$ cat src/rtl/vga_fetch_timing_if.sv
// Show-ahead pixel FIFO link: the FIFO side (master) presents the head word and
// its valid flag; the fetch engine (slave) returns a one-clock pop strobe.
interface vga_fetch_timing_if #(
    parameter int data_width = 8
);
    logic [data_width-1:0] fifo_data;
    logic                  fifo_valid;
    logic                  fifo_rd;

    modport master (
        output fifo_data,
        output fifo_valid,
        input  fifo_rd
    );

    modport slave (
        input  fifo_data,
        input  fifo_valid,
        output fifo_rd
    );
endinterface

$ cat src/rtl/vga_fetch_timing.sv
// Programmable video timing generator with packed-pixel fetch from a show-ahead
// FIFO, optional pixel/line doubling and a sticky underflow flag.
module vga_fetch_timing #(
    parameter int h_visible  = 640,
    parameter int h_front    = 16,
    parameter int h_sync     = 96,
    parameter int h_back     = 48,
    parameter int v_visible  = 480,
    parameter int v_front    = 10,
    parameter int v_sync     = 2,
    parameter int v_back     = 33,
    parameter int hsync_pol  = 0,
    parameter int vsync_pol  = 0,
    parameter int bpp        = 1,
    parameter int data_width = 8,
    parameter int dbl_x      = 0,
    parameter int dbl_y      = 0
) (
    input  logic                     clk,
    input  logic                     reset,
    vga_fetch_timing_if.slave        fifo,
    input  logic                     underflow_clr,
    output logic [7:0]               pixel,
    output logic                     de,
    output logic                     hsync,
    output logic                     vsync,
    output logic [11:0]              x,
    output logic [11:0]              y,
    output logic                     frame_start,
    output logic                     underflow
);
    localparam int h_total    = h_visible + h_front + h_sync + h_back;
    localparam int v_total    = v_visible + v_front + v_sync + v_back;
    localparam int ppw        = data_width / bpp;
    localparam int lbuf_depth = h_visible / (ppw << dbl_x);
    localparam int idx_w      = (lbuf_depth > 1) ? $clog2(lbuf_depth) : 1;

    localparam logic [11:0] h_last   = 12'(h_total - 1);
    localparam logic [11:0] v_last   = 12'(v_total - 1);
    localparam logic [11:0] h_vis_w  = 12'(h_visible);
    localparam logic [11:0] v_vis_w  = 12'(v_visible);
    localparam logic [11:0] hs_start = 12'(h_visible + h_front);
    localparam logic [11:0] hs_end   = 12'(h_visible + h_front + h_sync);
    localparam logic [11:0] vs_start = 12'(v_visible + v_front);
    localparam logic [11:0] vs_end   = 12'(v_visible + v_front + v_sync);
    localparam logic [11:0] ppw_w    = 12'(ppw);
    localparam logic        hs_on    = (hsync_pol != 0);
    localparam logic        vs_on    = (vsync_pol != 0);
    localparam logic [data_width-1:0] pix_mask = data_width'((1 << bpp) - 1);

    // Pixels are packed LSB-first: slot 0 occupies the lowest bpp bits.
    function automatic logic [7:0] field(input logic [data_width-1:0] w,
                                         input logic [11:0]           s);
        field = 8'((w >> (s * bpp)) & pix_mask);
    endfunction

    logic [11:0]           h_p0, v_p0;
    logic [11:0]           p_p0, slot_p0;
    logic [idx_w-1:0]      j_p0;
    logic                  vis_p0, rep_p0, load_p0, fetch_p0;
    logic [data_width-1:0] src_p0, word_q;
    logic [7:0]            pix_p0;
    logic [data_width-1:0] lbuf [lbuf_depth];

    // Stage p0: decode the current counter position into fetch controls
    assign vis_p0   = (h_p0 < h_vis_w) && (v_p0 < v_vis_w);
    assign p_p0     = h_p0 >> dbl_x;
    assign slot_p0  = p_p0 % ppw_w;
    assign j_p0     = idx_w'(p_p0 / ppw_w);
    assign rep_p0   = (dbl_y != 0) && v_p0[0];
    assign load_p0  = vis_p0 && (slot_p0 == 12'd0) && ((dbl_x == 0) || !h_p0[0]);
    assign fetch_p0 = load_p0 && !rep_p0;

    assign fifo.fifo_rd = fetch_p0 && fifo.fifo_valid && !reset;

    always_comb begin
        src_p0 = word_q;
        if (load_p0) begin
            if (rep_p0)
                src_p0 = lbuf[j_p0];
            else if (fifo.fifo_valid)
                src_p0 = fifo.fifo_data;
            else
                src_p0 = '0;
        end
    end

    assign pix_p0 = vis_p0 ? field(src_p0, slot_p0) : 8'd0;

    always_ff @(posedge clk) begin
        if ((dbl_y != 0) && fetch_p0)
            lbuf[j_p0] <= src_p0;
    end

    // Stage p1: registered video outputs and raster counters
    always_ff @(posedge clk or posedge reset) begin
        if (reset) begin
            h_p0        <= '0;
            v_p0        <= '0;
            word_q      <= '0;
            de          <= 1'b0;
            pixel       <= 8'd0;
            hsync       <= ~hs_on;
            vsync       <= ~vs_on;
            x           <= '0;
            y           <= '0;
            frame_start <= 1'b0;
            underflow   <= 1'b0;
        end else begin
            if (h_p0 == h_last) begin
                h_p0 <= '0;
                v_p0 <= (v_p0 == v_last) ? 12'd0 : v_p0 + 12'd1;
            end else begin
                h_p0 <= h_p0 + 12'd1;
            end
            if (load_p0)
                word_q <= src_p0;
            de          <= vis_p0;
            pixel       <= pix_p0;
            hsync       <= ((h_p0 >= hs_start) && (h_p0 < hs_end)) ? hs_on : ~hs_on;
            vsync       <= ((v_p0 >= vs_start) && (v_p0 < vs_end)) ? vs_on : ~vs_on;
            x           <= h_p0;
            y           <= v_p0;
            frame_start <= (h_p0 == h_last) && (v_p0 == v_last);
            // A new underflow outranks a simultaneous clear.
            if (fetch_p0 && !fifo.fifo_valid)
                underflow <= 1'b1;
            else if (underflow_clr)
                underflow <= 1'b0;
        end
    end
endmodule

$ cat src/flat_wrapper.sv
// flat-port wrapper written by rule: the top's interface ports become plain ports
module vga_fetch_timing_flat 
#(
    parameter int h_visible  = 640,
    parameter int h_front    = 16,
    parameter int h_sync     = 96,
    parameter int h_back     = 48,
    parameter int v_visible  = 480,
    parameter int v_front    = 10,
    parameter int v_sync     = 2,
    parameter int v_back     = 33,
    parameter int hsync_pol  = 0,
    parameter int vsync_pol  = 0,
    parameter int bpp        = 1,
    parameter int data_width = 8,
    parameter int dbl_x      = 0,
    parameter int dbl_y      = 0
)
  (clk, reset, underflow_clr, pixel, de, hsync, vsync, x, y, frame_start, underflow, fifo_fifo_data, fifo_fifo_valid, fifo_fifo_rd);
  vga_fetch_timing_if #(.data_width(data_width)) fifo_i ();
  input  logic clk;
  input  logic reset;
  input  logic underflow_clr;
  output logic [7:0] pixel;
  output logic de;
  output logic hsync;
  output logic vsync;
  output logic [11:0] x;
  output logic [11:0] y;
  output logic frame_start;
  output logic underflow;
  input wire logic [$bits(fifo_i.fifo_data)-1:0] fifo_fifo_data;
  input wire logic [$bits(fifo_i.fifo_valid)-1:0] fifo_fifo_valid;
  output wire logic [$bits(fifo_i.fifo_rd)-1:0] fifo_fifo_rd;
  assign fifo_i.fifo_data = fifo_fifo_data;
  assign fifo_i.fifo_valid = fifo_fifo_valid;
  assign fifo_fifo_rd = fifo_i.fifo_rd;
  vga_fetch_timing #(.h_visible(h_visible), .h_front(h_front), .h_sync(h_sync), .h_back(h_back), .v_visible(v_visible), .v_front(v_front), .v_sync(v_sync), .v_back(v_back), .hsync_pol(hsync_pol), .vsync_pol(vsync_pol), .bpp(bpp), .data_width(data_width), .dbl_x(dbl_x), .dbl_y(dbl_y)) u_core (.clk(clk), .reset(reset), .fifo(fifo_i), .underflow_clr(underflow_clr), .pixel(pixel), .de(de), .hsync(hsync), .vsync(vsync), .x(x), .y(y), .frame_start(frame_start), .underflow(underflow));
endmodule
$ cat config.mk
export PLATFORM = sky130hd
export DESIGN_NAME = vga_fetch_timing_flat
export DESIGN_NICKNAME = d
export VERILOG_FILES = /design/src/rtl/vga_fetch_timing_if.sv /design/src/rtl/vga_fetch_timing.sv /design/src/flat_wrapper.sv
export SDC_FILE = /design/constraint.sdc
export NUM_CORES = 1
export LEC_CHECK = 0
export CORE_MARGIN = 2
export CORE_UTILIZATION = 51
export DETAILED_ROUTE_END_ITERATION = 6
export MAX_ROUTING_LAYER = met4
export PLACE_DENSITY = 0.75
export SKIP_CTS_REPAIR_TIMING = 1
export SLEW_MARGIN = 20
export SYNTH_ARGS = -nofsm -noshare
export SYNTH_HDL_FRONTEND = slang
export SYNTH_SLANG_ARGS = --single-unit
$ cat constraint.sdc
create_clock -name clk -period 2.4 [get_ports clk]
set_input_delay 0.24 -clock clk [delete_from_list [all_inputs] [get_ports clk]]
set_output_delay 0.24 -clock clk [all_outputs]
set_load 0.03 [all_outputs]
==> run summary, run 1 <==
Dividing the synthesized area by the synthesized cell count gives 11.5 um^2. For the count of pins on the block boundary, the log shows 50. The number of DRC markers in iteration 0 is 77, and the total wire length after detailed routing is 5150 um.

The die covers 0.00577 mm^2. The power share of the clock group is 0.398, and the largest vdd supply drop is 0.422 mV. In the final routed layout, each cell accounts on average for 14.5 um. Once detail routing completed, the nets flagged for antenna violations numbered 0.

For the via count of the first global-routing pass, the log shows 1864. The floorplan has 26 rows. Clock-pin slew was measured on the worst setup and hold paths at 60 ps.

The number of nets in the layout was 299. Of all cell types, the one taking the most synthesized area is dfrtp_1. Net load switching power: 0.421 mW. Cell internal power was estimated by the tool at 1.47 mW.

The number of antenna diodes in the final layout is 0. The flow ran to the end, and the final reports show no timing, DRC or antenna violations. The floorplan step set the die height to 76.0 um. The part of the power in combinational logic was 0.043.

The run gives 230 as the number of instances in the synthesized netlist. The clock sink count was 62; the number of synthesis warnings was 0. The overall track demand over capacity in global routing is 0.201, and the shortest clock period the worst path allows after layout is 2080 ps. Along the worst path, the maximum fanout reaches 4. On the final layout, the worst clock skew is 5.81 ps. The kind of critical path is register to output pin. The switching fraction of total power is 0.222, and the detailed-routing iteration count for the pre-antenna-repair pass is 4. The aggregate negative setup slack is 0 ps. After synthesis the netlist holds a flip-flop and latch count of 62.

Yosys mapped the design onto 44 distinct sky130hd cell types. The synthesized cell area is 0.00264 mm^2, and the clock tree buffer depth is 2. The tools report the number of buffers added by the clock tree synthesis step as 9. The run gives 481 MHz as the maximum operating frequency. The leakage power is 1.52 nW, and the via density per instance is 5.34. Input and output buffers added on the ports amount to 42.

The tools report the starting density of the core as 0.524. For this block, the via count after detailed routing is 1901. The final-report max-slew violation count is 0. Entering global routing, the biggest net connects 37 pins. The area added between synthesis and finish is 25.0%. The post-route fraction of the period consumed by the critical path came out at 0.867. Setup repair after global routing left no endpoint under its margin. The path class of the lowest-slack min-delay path is input pin to async pin.

Data arrives at the worst endpoint at 1840 ps. The clock tree synthesis step divided the H-tree into 3 levels. Detailed-route DRC error count: 0.

The number of fill cells in the layout was 436; the core region area was 0.00504 mm^2. The tools report the root buffer selected by CTS as clkbuf_8. The final estimated routing congestion in global placement is 0.855. The floorplan step set the die width to 76.0 um. The type of destination of the critical path was an output pin.

Detailed placement finished with a half-perimeter wire length of 3600 um. The tools report the final setup violation count as 0. The clock reaches the later pin of the worst-skew pair after 340 ps.

The run gives 0 as the number of antenna violations at the first check in global routing. The first global-routing pass estimated 8760 um of wire. TritonCTS built the clock tree.

In this run the power density over the cells is 573 mW/mm^2. The tool flagged a number of max-cap violations equal to 0. The number of hold violations in the final report is 0, and the total power after layout is 1.89 mW. The overflow left after global routing is 0. The worst setup path is launched from a register.

For the share of synthesized area occupied by flip-flops and latches, the log shows 0.588. The share of cells above drive strength 1 came out at 0.122. The sequential share of power was 0.559; the required time of the critical path was 2160 ps. The area share of the leading cell type in the synthesized netlist works out to 0.568. By area the synthesized netlist is led by dfrtp_1, nand3_1, xnor2_1.
## cells in the final DEF, fill, tap and decap left out, types with 4 or more instances in the layout
| master | instances |
|---|---|
| xor2_1 | 6 |
| inv_1 | 7 |
| o21ai_0 | 5 |
| nor2_1 | 17 |
| clkdlybuf4s50_1 | 41 |
| ha_1 | 4 |
| nand2_1 | 20 |
| nand4_1 | 5 |
| buf_4 | 10 |
| clkbuf_8 | 10 |
| dfrtp_1 | 60 |
| nand3_1 | 20 |
| nor3_1 | 4 |
| xnor2_1 | 9 |
| o21ai_1 | 4 |
| nor2b_1 | 4 |
| conb_1 | 7 |
## power by group through the flow
| stage | combinational, mW | sequential (mW) | clock [mW] |
|---|---|---|---|
| 2_1_floorplan | 0.0525 | 1.08 | 0 |
| 3_3_place_gp | 0.0813 | 1.08 | 0 |
| 3_5_place_dp | 0.0824 | 1.08 | 0 |
| 4_1_cts | 0.0825 | 1.06 | 0.767 |
| 5_1_grt | 0.0910 | 1.06 | 0.812 |
| 6_report | 0.0810 | 1.06 | 0.753 |
## cell type report
type | instances | area [um^2] | share of cell area
Clock buffer | 12 | 145 | 0.0439
Clock inverter | 2 | 10.0 | 0.00303
Inverter | 8 | 30.0 | 0.00909
Multi-Input combinational cell | 150 | 978 | 0.296
Sequential cell | 62 | 1550 | 0.470
Tap cell | 70 | 87.6 | 0.0265
Timing Repair Buffer | 52 | 498 | 0.151
## synthesized netlist by cell type (all sizes together)
master / instances
o2bb2ai: 1
mux2: 1
dfrtp: 60
ha: 4
clkbuf: 3
and2b: 2
dfstp: 2
nor3: 6
and4b: 2
and3: 3
nor4b: 4
a21o: 2
nand3: 20
nand2: 22
inv: 8
nand4: 6
nor3b: 1
o22ai: 2
a311oi: 3
xnor2: 9
nor4bb: 1
and4: 4
xor2: 6
o311ai: 2
or4: 1
nor2b: 4
nand4bb: 1
o21ai: 9
o31ai: 3
conb: 1
nor2: 17
a211o: 1
buf: 13
a21oi: 3
mux2i: 3
## state kept, by name, summed over array words and instances, names as in the netlist
name                flops
u_core.v_p0            12
u_core.frame_start      1
u_core.hsync            1
u_core.underflow        1
u_core.y               12
u_core.word_q           8
u_core.de               1
u_core.x               12
u_core.h_p0            12
u_core.vsync            1
u_core.pixel            1
## worst max-delay path: stages (launching register included)
cell	delay, ps
dfrtp_1	370
inv_1	100
ha_1	170
and2b_1	210
nand3_1	120
nor4b_2	230
dlymetal6s2s_1	320
## worst paths after layout
path,startpoint,endpoint,slack (ps),cells past startpoint
max,u_core.h_p0[1]$_DFF_PP0_,fifo_fifo_rd,320,6
min,reset,u_core.word_q[7]$_DFFE_PP0N_,330,3
max reg2reg,u_core.h_p0[0]$_DFF_PP0_,u_core.v_p0[11]$_DFFE_PP0N_,420,7
min reg2reg,u_core.h_p0[9]$_DFF_PP0_,u_core.x[9]$_DFF_PP0_,470,0
max in group asynchronous,reset,u_core.vsync$_DFF_PP1_,1680,3
min in group clk,u_core.h_p0[9]$_DFF_PP0_,u_core.x[9]$_DFF_PP0_,470,0
## layer usage
layer,global-route usage,part of all wire,up-vias
met4,0.124,0.036,0
met2,0.300,0.48,66
met1,0.254,0.44,929
li1,-,-,890
met3,0.0427,0.044,16
met5,-,0,-
## cells by family (layout without fill, tap and decap cells)
group	after synthesis	in the layout	share of synthesized area
buf+inv	24	74	0.0526
xor+xnor	15	15	0.0497
flops	62	62	0.588
mux	4	4	0.0156
other cells	1	7	0.00142
simple gates	94	94	0.209
compound gates	26	26	0.0649
fa+ha+maj	4	4	0.0189
## per-stage QoR
step,util,worst slack (ps),cells,area (um^2),hold slack (ps)
6_report,0.655,319,356,3300,326
5_1_grt,0.655,141,356,3300,376
4_1_cts,0.655,-93.5,356,3300,336
3_5_place_dp,0.624,276,342,3150,451
3_3_place_gp,0.624,334,342,3150,448
2_1_floorplan,-,392,236,2670,349
(Power assumes the default switching activity.)
==> inputs of run 2 (changes only) <==
Settings changed: CTS_CLUSTER_DIAMETER set to 60.
==> results of run 2 <==
Final layout, timing and power as in run 1 (identical DEF).
==> inputs of run 3 (changes only) <==
Settings changed: CORE_UTILIZATION 51 to 40, PLACE_DENSITY 0.75 to 0.61, TNS_END_PERCENT set to 100.
==> run 3 against run 2 <==
  * Clock power is 24% higher
  * Fmax shrank 7.8%
  * Setup slack worse by 180 ps
  * Final area increased by 0.72%
  * First-iteration DRC count increased by 40%
  * Core utilization fell by 13 points
  * Sequential share of layout area decreased by 0.34 points
  * Sequential power is essentially flat
  * Critical path depth unchanged
  * Register-to-register slack got worse by 140 ps
  * Critical path type unchanged
==> run summary, run 3 (same netlist as run 1, synthesis figures left out) <==
Across the VDD grid, the largest voltage drop is 0.350 mV. The average wire length per cell after detail routing came out at 14.1 um. The tools report the worst-skew pair later-pin latency as 340 ps. The logs give 443 MHz for the maximum operating frequency and 0.00727 mm^2 for the total die area. The overall track demand over capacity in global routing came out at 0.158. Setup repair after global routing left no endpoint under its margin. Commonest non-fill, non-tap cell in the layout: dfrtp_1.

The analysis attributes to cell leakage a power of 1.49 nW. The area added between synthesis and finish is 25.9%, and the height of the die is 85.3 um. Data arrives at the worst endpoint at 2020 ps.

After detailed routing, the number of vias per cell comes to 5.09. For flop-to-flop paths, the worst setup slack is 280 ps. For this block, the initial DRC count from the detailed router was 108.

The wire length of the first global-routing pass was 8620 um; the pre-CTS setup slack was 300 ps. STA puts the critical path data required time at 2160 ps. The post-route fraction of the period consumed by the critical path was 0.941; the final-report max-slew violation count was 0. The path class of the lowest-slack min-delay path is input pin to async pin. The number of antenna diodes in the final layout is 0. The number of cells on the worst reg-to-reg path is 7.

Summed over all failing endpoints, the final setup total negative slack is 0 ps. The clock passes through at most 2 buffers. The startpoint identified for the worst register-to-register timing path is u_core.h_p0[1]$_DFF_PP0_.

Setup slack on the critical path of the routed design comes to 142 ps. The wire-length estimate of the detail-placed layout is 3560 um. The number of fill cells in the layout is 557, and the post-route clock skew is 8.12 ps. The slowest stage of the critical path is the dfrtp_1 cell. The worst setup path is launched from a register. In the routed design, unresolved DRC markers number 0.

Input and output buffers added on the ports amount to 42. The largest single stage delay on the critical path is 480 ps. Setup violations remaining at the end of the flow were counted as 0. The areal power density over the cells was 623 mW/mm^2; the via total after detailed routing was 1826. The routed design could run at a clock period as short as 2260 ps. During I/O placement, the number of pins put on the boundary was 50. Number of antenna violations at the first check in global routing: 0.

The maximum number of pins on one net before global-route repair is 30, and the number of core rows is 29. The horizontal die dimension came out at 85.3 um. Traced cell by cell, the critical path runs through inv_1 -> ha_1 -> and2b_1 -> nand3_1 -> nor4b_2 -> buf_4. The tools report the share of the core filled with cells as 0.521.

The critical path in this run is classified as register to output pin. The number of hold violations in the final report is 0. Summing all multi-input logic gate instances after layout gives 978 um^2.

The largest fanout on the critical path came out at 9. After detailed routing, the total wire length is 5070 um. After the last flow step, the layout net total stands at 293. The share of cells above drive strength 1 is 0.121.

The worst setup path is captured at an output pin. TritonCTS built the clock tree. The number of buffers added by the clock tree synthesis step was 9. The core region is 0.00639 mm^2. Clock-pin slew was measured on the worst setup and hold paths at 70 ps.

Global routing finished with a remaining overflow of 0. The via count of the first global-routing pass is 1760, and the clock sink count is 62. The flow ran to the end, and the final reports show no timing, DRC or antenna violations. The first TritonRoute pass finished after 4 iterations.

The total area of sequential cells came out at 0.00155 mm^2. The worst register-to-register path ends at u_core.pixel[0]$_DFF_PP0_. The final estimated routing congestion in global placement is 0.818. For the remaining antenna violation count, the log shows 0. The H-tree was split into 3 levels.

Starting density of the core: 0.414. Root buffer selected by CTS: clkbuf_8. The run gives 0 as the number of maximum-capacitance constraint violations.

Leaving out fill and tap cells, the most frequent cells in the layout are dfrtp_1, clkdlybuf4s50_1, nand2_1, nand3_1, nor2_1.
-- run 3: cell types whose count changed in the layout (fill, tap and decap cells not counted) --
cell / delta
buf_12: +1
clkinv_4: +1
bufinv_16: +1
dlymetal6s2s_1: -1
clkbuf_1: -2
clkinvlp_4: +3
clkinv_2: -2
inv_6: +1
buf_4: -6
-- run 3: worst max path at each step --
stage / depth (start not counted) / to / from / slack, ps
after floorplan: 6 / fifo_fifo_rd / u_core.h_p0[1]$_DFF_PP0_ / 390
after global placement: 7 / u_core.pixel[0]$_DFF_PP0_ / u_core.h_p0[1]$_DFF_PP0_ / 390
after detailed placement: 7 / u_core.pixel[0]$_DFF_PP0_ / u_core.h_p0[1]$_DFF_PP0_ / 300
after CTS: 6 / fifo_fifo_rd / u_core.h_p0[1]$_DFF_PP0_ / 150
after global routing: 6 / fifo_fifo_rd / u_core.h_p0[1]$_DFF_PP0_ / 20
final: 6 / fifo_fifo_rd / u_core.h_p0[1]$_DFF_PP0_ / 140
-- run 3: report_power, final --
part / leakage (nW) / internal [mW] / switching [mW] / total [mW]
Sequential: 0.818 / 1.05 / 0.00377 / 1.06
Combinational: 0.573 / 0.0315 / 0.0517 / 0.0832
Clock: 0.0951 / 0.512 / 0.420 / 0.932
-- run 3: critical path, delay by kind of cell, from the launching register on --
kind          cells  cell delay, ps
simple gates      3             580
flops             1             480
buf+inv           2             350
fa+ha+maj         1             260
-- run 3: layer usage --
layer,global-route usage,vias to the layer above,routed length [um]
met1,0.200,890,2260
met2,0.231,42,2410
met5,-,-,0
li1,-,883,-
met4,0.0779,0,107
met3,0.0477,11,292
-- run 3: final cells by class --
type                       count  share of cell area
multi-input combinational    150               0.294
sequential                    62               0.467
clock inverter                 6              0.0211
timing repair buffer          46               0.138
clock buffer                  10              0.0414
inverter                       8             0.00903
tap                           77              0.0290
-- run 3: per-stage QoR --
| stage | std cells | area [um^2] | power [mW] | hold slack, ps |
|---|---|---|---|---|
| final | 359 | 3330 | 2.07 | 277 |
| after global routing | 359 | 3330 | 2.17 | 339 |
| after CTS | 359 | 3330 | 2.10 | 282 |
| after detailed placement | 343 | 3120 | 1.16 | 457 |
| after global placement | 343 | 3120 | 1.16 | 456 |
| after floorplan | 236 | 2670 | 1.13 | 349 |
